`src/rtl/spi_frame_ctrl.sv`:
```
// Deframes an SPI-style bit stream (length byte + payload) into a byte FIFO; push-to-visible latency 1 cycle.
// The consumer stalls via out_ready; when the FIFO is full with no pop, payload bytes are dropped and overflow is set.
module spi_frame_ctrl #(
  parameter int FIFO_DEPTH = 4
) (
  input  logic       clk,
  input  logic       rst_n,
  input  logic       cs_n,
  input  logic       ser_bit,
  output logic [7:0] out_data,
  output logic       out_valid,
  input  logic       out_ready,
  output logic       frame_done,
  output logic       frame_err,
  output logic       overflow,
  output logic       busy
);

  localparam int AW = $clog2(FIFO_DEPTH);

  typedef enum logic [1:0] {S_IDLE, S_LEN, S_DATA, S_DONE} state_t;

  state_t         state, state_nxt;
  logic [7:0]     shreg;
  logic [7:0]     shreg_nxt;
  logic [2:0]     bit_cnt;
  logic [7:0]     rem, rem_nxt;
  logic           capture, byte_done;
  logic           push, pop, full, push_ok, ovf_set;
  logic           done_nxt, err_nxt;

  logic [7:0]     mem [FIFO_DEPTH];
  logic [AW-1:0]  wr_ptr, rd_ptr, rd_ptr_p1;
  logic [AW:0]    count;

  assign capture   = !cs_n && (state != S_DONE);
  assign shreg_nxt = {shreg[6:0], ser_bit};
  assign byte_done = capture && (bit_cnt == 3'd7);

  always_comb begin
    state_nxt = state;
    rem_nxt   = rem;
    push      = 1'b0;
    err_nxt   = 1'b0;
    case (state)
      S_IDLE: if (!cs_n) state_nxt = S_LEN;
      S_LEN: begin
        if (cs_n) begin
          state_nxt = S_IDLE;
          err_nxt   = 1'b1;
        end else if (byte_done) begin
          rem_nxt   = shreg_nxt;
          state_nxt = (shreg_nxt == 8'd0) ? S_DONE : S_DATA;
        end
      end
      S_DATA: begin
        if (cs_n) begin
          state_nxt = S_IDLE;
          err_nxt   = 1'b1;
        end else if (byte_done) begin
          // L counts dropped bytes too, so the frame boundary never depends on FIFO space
          push    = 1'b1;
          rem_nxt = rem - 8'd1;
          if (rem == 8'd1) state_nxt = S_DONE;
        end
      end
      S_DONE: if (cs_n) state_nxt = S_IDLE;
      default: state_nxt = S_IDLE;
    endcase
    done_nxt = (state_nxt == S_DONE) && (state != S_DONE);
  end

  always_ff @(posedge clk) begin
    if (!rst_n) begin
      state      <= S_IDLE;
      shreg      <= 8'd0;
      bit_cnt    <= 3'd0;
      rem        <= 8'd0;
      frame_done <= 1'b0;
      frame_err  <= 1'b0;
      overflow   <= 1'b0;
    end else begin
      state      <= state_nxt;
      rem        <= rem_nxt;
      frame_done <= done_nxt;
      frame_err  <= err_nxt;
      if (ovf_set) overflow <= 1'b1;
      if (cs_n) begin
        shreg   <= 8'd0;
        bit_cnt <= 3'd0;
      end else if (capture) begin
        shreg   <= shreg_nxt;
        bit_cnt <= bit_cnt + 3'd1;
      end
    end
  end

  assign busy      = (state != S_IDLE);
  assign out_valid = (count != '0);
  assign full      = (count == (AW+1)'(FIFO_DEPTH));
  assign pop       = out_valid && out_ready;
  assign push_ok   = push && (!full || pop);
  assign ovf_set   = push && full && !pop;
  assign rd_ptr_p1 = rd_ptr + AW'(1);

  always_ff @(posedge clk) begin
    if (rst_n && push_ok) mem[wr_ptr] <= shreg_nxt;
  end

  // out_data is a registered copy of the head so it keeps its last value once the FIFO drains
  always_ff @(posedge clk) begin
    if (!rst_n) begin
      wr_ptr   <= '0;
      rd_ptr   <= '0;
      count    <= '0;
      out_data <= 8'd0;
    end else begin
      if (push_ok) wr_ptr <= wr_ptr + AW'(1);
      if (pop)     rd_ptr <= rd_ptr_p1;
      count <= count + (AW+1)'(push_ok) - (AW+1)'(pop);
      if (pop) begin
        if (count >= (AW+1)'(2)) out_data <= mem[rd_ptr_p1];
        else if (push_ok)        out_data <= shreg_nxt;
      end else if (push_ok && (count == '0)) begin
        out_data <= shreg_nxt;
      end
    end
  end

endmodule

```
`config.mk`:
```
export PLATFORM = sky130hd
export DESIGN_NAME = spi_frame_ctrl
export DESIGN_NICKNAME = d
export VERILOG_FILES = /design/src/rtl/spi_frame_ctrl.sv
export SDC_FILE = /design/constraint.sdc
export NUM_CORES = 1
export LEC_CHECK = 0
export CORE_ASPECT_RATIO = 1.1
export CORE_MARGIN = 1.5
export CORE_UTILIZATION = 45
export DETAILED_ROUTE_END_ITERATION = 7
export PLACE_DENSITY = 0.64
export SLEW_MARGIN = 15
export SYNTH_ARGS = -nofsm -noshare
export SYNTH_HDL_FRONTEND = slang
export SYNTH_SLANG_ARGS = --single-unit
```
`constraint.sdc`:
```
create_clock -name clk -period 1.9 [get_ports clk]
set_input_delay 0.19 -clock clk [delete_from_list [all_inputs] [get_ports clk]]
set_output_delay 0.19 -clock clk [all_outputs]
set_load 0.1 [all_outputs]
```
* After elaboration in Yosys (flattened, before gate mapping)
Memories as Yosys holds them, arrays and structs flattened.
Index checks and enable logic that the tools add are counted.
** Storage, ports and cells
- Register bits :: 38
- Output and inout port bits :: 13
- Input port bits :: 5
- Memories kept :: 1
- Logic and storage cells :: 82
- RAM bits :: 32
** Cells by class
- Equality and inequality tests :: 13
- Multiplexer cells :: 24
- Reduce and logical (&&, ||, !) cells :: 25
- Bitwise logic cells :: 1
- $add $sub $neg :: 6
- Order comparisons :: 1
** Memory list
- mem :: words 4, bits a word 8, read ports 1, clocked after Yosys merged registers in 0, write ports 1, line 32 : logic [7:0] mem [FIFO_DEPTH];
** Operators by type and width (number)
- 2-to-1 mux 8 bit :: 8
- case mux 8 bit (2 select lines) :: 1
- 2-to-1 mux 2 bit :: 7
- != test 2 bit (second input constant) :: 5
- logical AND 1 bit :: 9
- equality test 8 x 1 -> 1 bit (second input constant) :: 1
- logical NOT 8 bit :: 1
- case mux 2 bit (4 select lines) :: 1
- subtractor 8 x 1 -> 8 bit (second input constant) :: 1
- 2-to-1 mux 1 bit :: 7
- equality test 2 bit (second input constant) :: 3
- equality test 3 bit (second input constant) :: 2
- nonzero test 2 bit :: 3
- AND reduction 5 bit :: 1
- adder 2 x 1 -> 2 bit (second input constant) :: 2
- AND reduction 2 bit :: 2
- OR reduction 2 bit :: 2
- adder 3 x 1 -> 3 bit :: 1
- adder 3 x 1 -> 3 bit (second input constant) :: 1
- greater-or-equal comparator 3 x 2 -> 1 bit (second input constant) :: 1
- logical NOT 1 bit :: 3
- logical NOT 3 bit :: 1
- != test 3 x 1 -> 1 bit (second input constant) :: 1
- nonzero test 3 bit :: 1
- 5 further kinds :: 5

* Longest topological paths before layout
- Word-level depth :: 10
- Gate-level depth with buffers :: 8
- Depth with buffers taken out :: 8

* Worst setup path after synthesis
No wires, ideal clock.
- Kind :: register to register
- From :: register count[0]
- To :: register count[2]
- Cell stages (with the launch flop) :: 9
- Buffers on the path :: 0
- Path slack :: -0.219 ns
- Data arrival time :: 1.992 ns
- Period minus slack after synthesis :: 2.119 ns
- Path through :: dfxtp_1 -> o31ai_2 -> inv_1 -> ha_1 -> inv_1 -> ha_1 -> fa_1 -> xor2_1 -> nor2_1
** On the way
- Longest elaborated chain between the ends :: 6
** Ends and longest elaborated chain
- start, declared :: line 34 : logic [AW:0] count;
- start signal, assigned :: line 120 : count <= count + (AW+1)'(push_ok) - (AW+1)'(pop);
- nonzero test 3 bit (*) :: line 99 : assign out_valid = (count != '0);
- logical AND 1 bit (*) :: line 101 : assign pop = out_valid && out_ready;
- named net pop :: line 29 : logic push, pop, full, push_ok, ovf_set;
- logical OR 1 bit :: line 102 : assign push_ok = push && (!full || pop);
- logical AND 1 bit :: line 102
- adder 3 x 1 -> 3 bit :: line 120
- subtractor 3 x 1 -> 3 bit (*) :: line 120
Mark *: on every way through the listed nets, which the timed path passes. The rest lies on a longest branch.
A chain may end at the register's enable or synchronous reset.

* Worst setup path after layout
- From :: register count[2]
- To :: register count[1]
Same word-level chain as after synthesis.

==> out/summary.json <==
{
  "highest_layer": "met4",
  "final-max-slew-violation-count": 0,
  "ratio_of_cells_with_drive_above_1_in_the_final_layout": 0.324,
  "post_route_minimum_period_ns": 1.83,
  "yosysMostFrequentCell": "dfxtp_1",
  "final.period_utilization": 0.966,
  "vdd_drop_max_v": 0.00110,
  "number_of_antenna_violations_at_the_first_check_in_global_routing": 0,
  "num-nets-final": 350,
  "synth_top_cell_area_share": 0.294,
  "critPathCaptureType": "flip-flop",
  "reg2reg_setup_slack_ns": 0.07,
  "first_pass_grt_wire_length_mm": 11.4,
  "synth-warning-count": 0,
  "netlist-cell-type-count": 53,
  "area_growth_syn_to_layout_pct": 26.5,
  "fill_cells": 573,
  "syn_avg_cell_area_um2": 11.7,
  "yosys-top-cells-area": "edfxtp_1 (29%), dfxtp_1 (23%), ha_1 (6.1%)",
  "pin_count": 18,
  "crit_slowest_cell": "fa_2",
  "first_global_vias": 2277,
  "clock_path_buffers": 2,
  "firstDrtPassIters": 4,
  "top_fanout_value_on_the_critical_path": 4,
  "met1Wirelength_mm": 3.12,
  "clock_transition_at_path_regs_ns": 0.07,
  "clock_sink_count": 70,
  "antenna-diode-count": 0,
  "ant_nets": 0,
  "yosys.area_share.xor_xnor": 0.0134,
  "r2r-start": "count[2]",
  "hold_viol": 0,
  "met3_length_um": 253,
  "rsz0062_at_grt": "no",
  "core_region_area_um2": 7010,
  "clk-insertion-delay-late_ns": 0.36,
  "die-area_um2": 7780,
  "ff_to_ff_end": "count[1]",
  "yosys-top-cells-count": "dfxtp_1 (38), edfxtp_1 (32), nor2_1 (24)",
  "grt_start_max_net_pins": 17,
  "leakage_nw": 1.52,
  "critPathRequiredTime_ns": 2.20,
  "postSynthNetCount": 301,
  "sequential_area_share_after_synthesis": 0.527,
  "p_per_area_nw_per_um2": 1240,
  "rows": 32,
  "dominant_combinational_cell_family_by_area_after_synthesis": "compound AO/OA/AOI/OAI gates",
  "crit_path_start_kind": "flip-flop",
  "final_area_um2": 4130,
  "maxSlewHeadroom": 0.664,
  "cts_hold_repair.buffers": 0,
  "groute.usage.overall": 0.194,
  "worst_hold_path.num_cells": 2,
  "start_util": 0.466,
  "yosysTopAreaCell": "edfxtp_1",
  "post_synth_mux_area_share": 0.0828,
  "final_wirelength_mm": 6.81,
  "clock-root-buffer": "clkbuf_8",
  "synth.ff_latch_count": 70,
  "vias_per_cell": 5.51,
  "setup_viol": 0,
  "timing.fmax_mhz": 545,
  "gp_routability_congestion": 0.849,
  "synth_top_flop_cell": "dfxtp_1",
  "die_width_um": 84.2,
  "grt.overflow.total": 0,
  "place.port_buffers": 17,
  "timing.hold.worst.class": "flip-flop to flip-flop",
  "async_flop_share": 0,
  "syn-instance-count": 279,
  "r2r.worst_path.cells": 7,
  "worst_max_slew_pin_slew_ns": 0.504,
  "worstHoldStart": "overflow",
  "vias": 2303,
  "worst_clock_skew_ns": 0.00619,
  "synth_simple_gate_area_share": 0.122,
  "syn_area_um2": 3270,
  "drc_errors": 0,
  "run_status": "finished, final reports clean",
  "cts-buffers-inserted": 9,
  "route.detailed.wl_per_inst_um": 16.3,
  "max_stage_delay_ns": 0.52,
  "criticalPathCategory": "flip-flop to flip-flop",
  "arrival_ns": 2.13,
  "total_power_mw": 5.14,
  "hpwl_dp_mm": 4.66,
  "number_of_enable_type_register_cells_in_the_synthesized_netlist": 32,
  "hold-path-endpoint": "overflow",
  "synth_compound_gate_area_share": 0.148,
  "maxCapViolations": 0,
  "yosys.area_share.adder": 0.0674,
  "met2_wire_length_mm": 3.27,
  "postPlaceCellArea_um2": 3790,
  "dieHeight_um": 92.3,
  "crit_chain": "o31ai_4 > inv_2 > ha_4 > inv_2 > ha_4 > fa_2 > and2_1",
  "cts-htree-levels": 3,
  "detail_route.iter0.violations": 102,
  "cts_tree": "built"
}
[layer usage]
layer  vias up  global-route usage
met2        50               0.313
met4         0               0.101
met3        17              0.0374
met1      1100               0.247
met5         -                   0
li1       1136                   -
[stage by stage]
step	hold slack (ns)	worst slack, ns	utilization	setup TNS (ns)	std cells
after CTS	0.487	0.00187	0.581	0	418
final	0.476	0.0654	0.590	0	418
after detailed placement	0.468	-0.165	0.542	-1.23	401
after floorplan	0.289	-0.0206	-	-0.0206	279
after global routing	0.514	0.00121	0.590	0	418
after global placement	0.464	-0.108	0.542	-0.710	401
[registers in the layout, summed over array words and instances, names as in the netlist]
name and count:
mem 32, out_data 8, rem 8, shreg 7
bit_cnt 3, count 3, rd_ptr 2, state 2
wr_ptr 2, frame_done 1, frame_err 1, overflow 1
[where the power goes]
part	switching (mW)	internal, mW	leakage [nW]	total, mW
combinational	1.20	0.637	0.777	1.84
sequential	0.125	1.69	0.616	1.82
clock	0.604	0.878	0.124	1.48
total	1.93	3.21	1.52	5.14
[logic make-up (layout without fill, tap and decap cells)]
logic type                 count (synthesis)  after routing
and+or+nand+nor                           76             76
DFF                                       70             70
muxes                                     17             17
xor gates and xnor gates                   5              5
adders and majority gates                 17             17
AOI/OAI and AO/OA                         64             64
buffers and inverters                     30             84
[cells in the final DEF (no fill, tap or decap), types with 4 or more instances in the layout]
cell type and instances:
buf_12 6, nand2_1 19, dfxtp_1 32, dfxtp_2 5, a21oi_1 19, nor2_1 23, edfxtp_1 32, ha_1 11
o21ai_0 16, mux4_2 8, and3_1 6, clkbuf_8 9, a311oi_2 8, buf_4 39, clkdlybuf4s50_1 4, inv_1 15
mux2i_1 9
[cell type report]
cell class | count | area, um^2 | area share
repair buffers | 50 | 464 | 0.112
multi-input cells | 179 | 1520 | 0.367
well taps | 85 | 106 | 0.0257
clock inverters | 7 | 121 | 0.0294
clock buffers | 9 | 124 | 0.0300
inverters | 18 | 67.6 | 0.0164
flip-flops and latches | 70 | 1730 | 0.419
[how the worst max path moves through the flow]
stage,slack (ns),end,depth (start not counted),startpoint
after floorplan,-0.02,count[2],8,count[2]
after global placement,-0.11,count[2],9,out_ready
after detailed placement,-0.17,count[1],8,out_ready
after CTS,0.002,count[1],6,state[0]
after global routing,0.001,count[1],7,count[2]
final,0.07,count[1],7,count[2]
[timing repair]
| action | 4_1_cts | 5_1_grt |
|---|---|---|
| buffers inserted | 1 | 0 |
| resized for setup | 7 | 13 |
| setup endpoints to repair | 47 | 30 |
| pin swaps | 3 | 6 |
[critical path, delay by kind of cell (launching register included)]
| kind | cells | cell delay, ns |
|---|---|---|
| AO/OA/AOI/OAI | 1 | 0.25 |
| adder cells (fa/ha/maj) | 3 | 0.93 |
| buffers and inverters | 2 | 0.12 |
| flip-flops | 1 | 0.36 |
| AND/OR/NAND/NOR | 1 | 0.11 |
No activity file was read; power rests on OpenSTA's default activity.
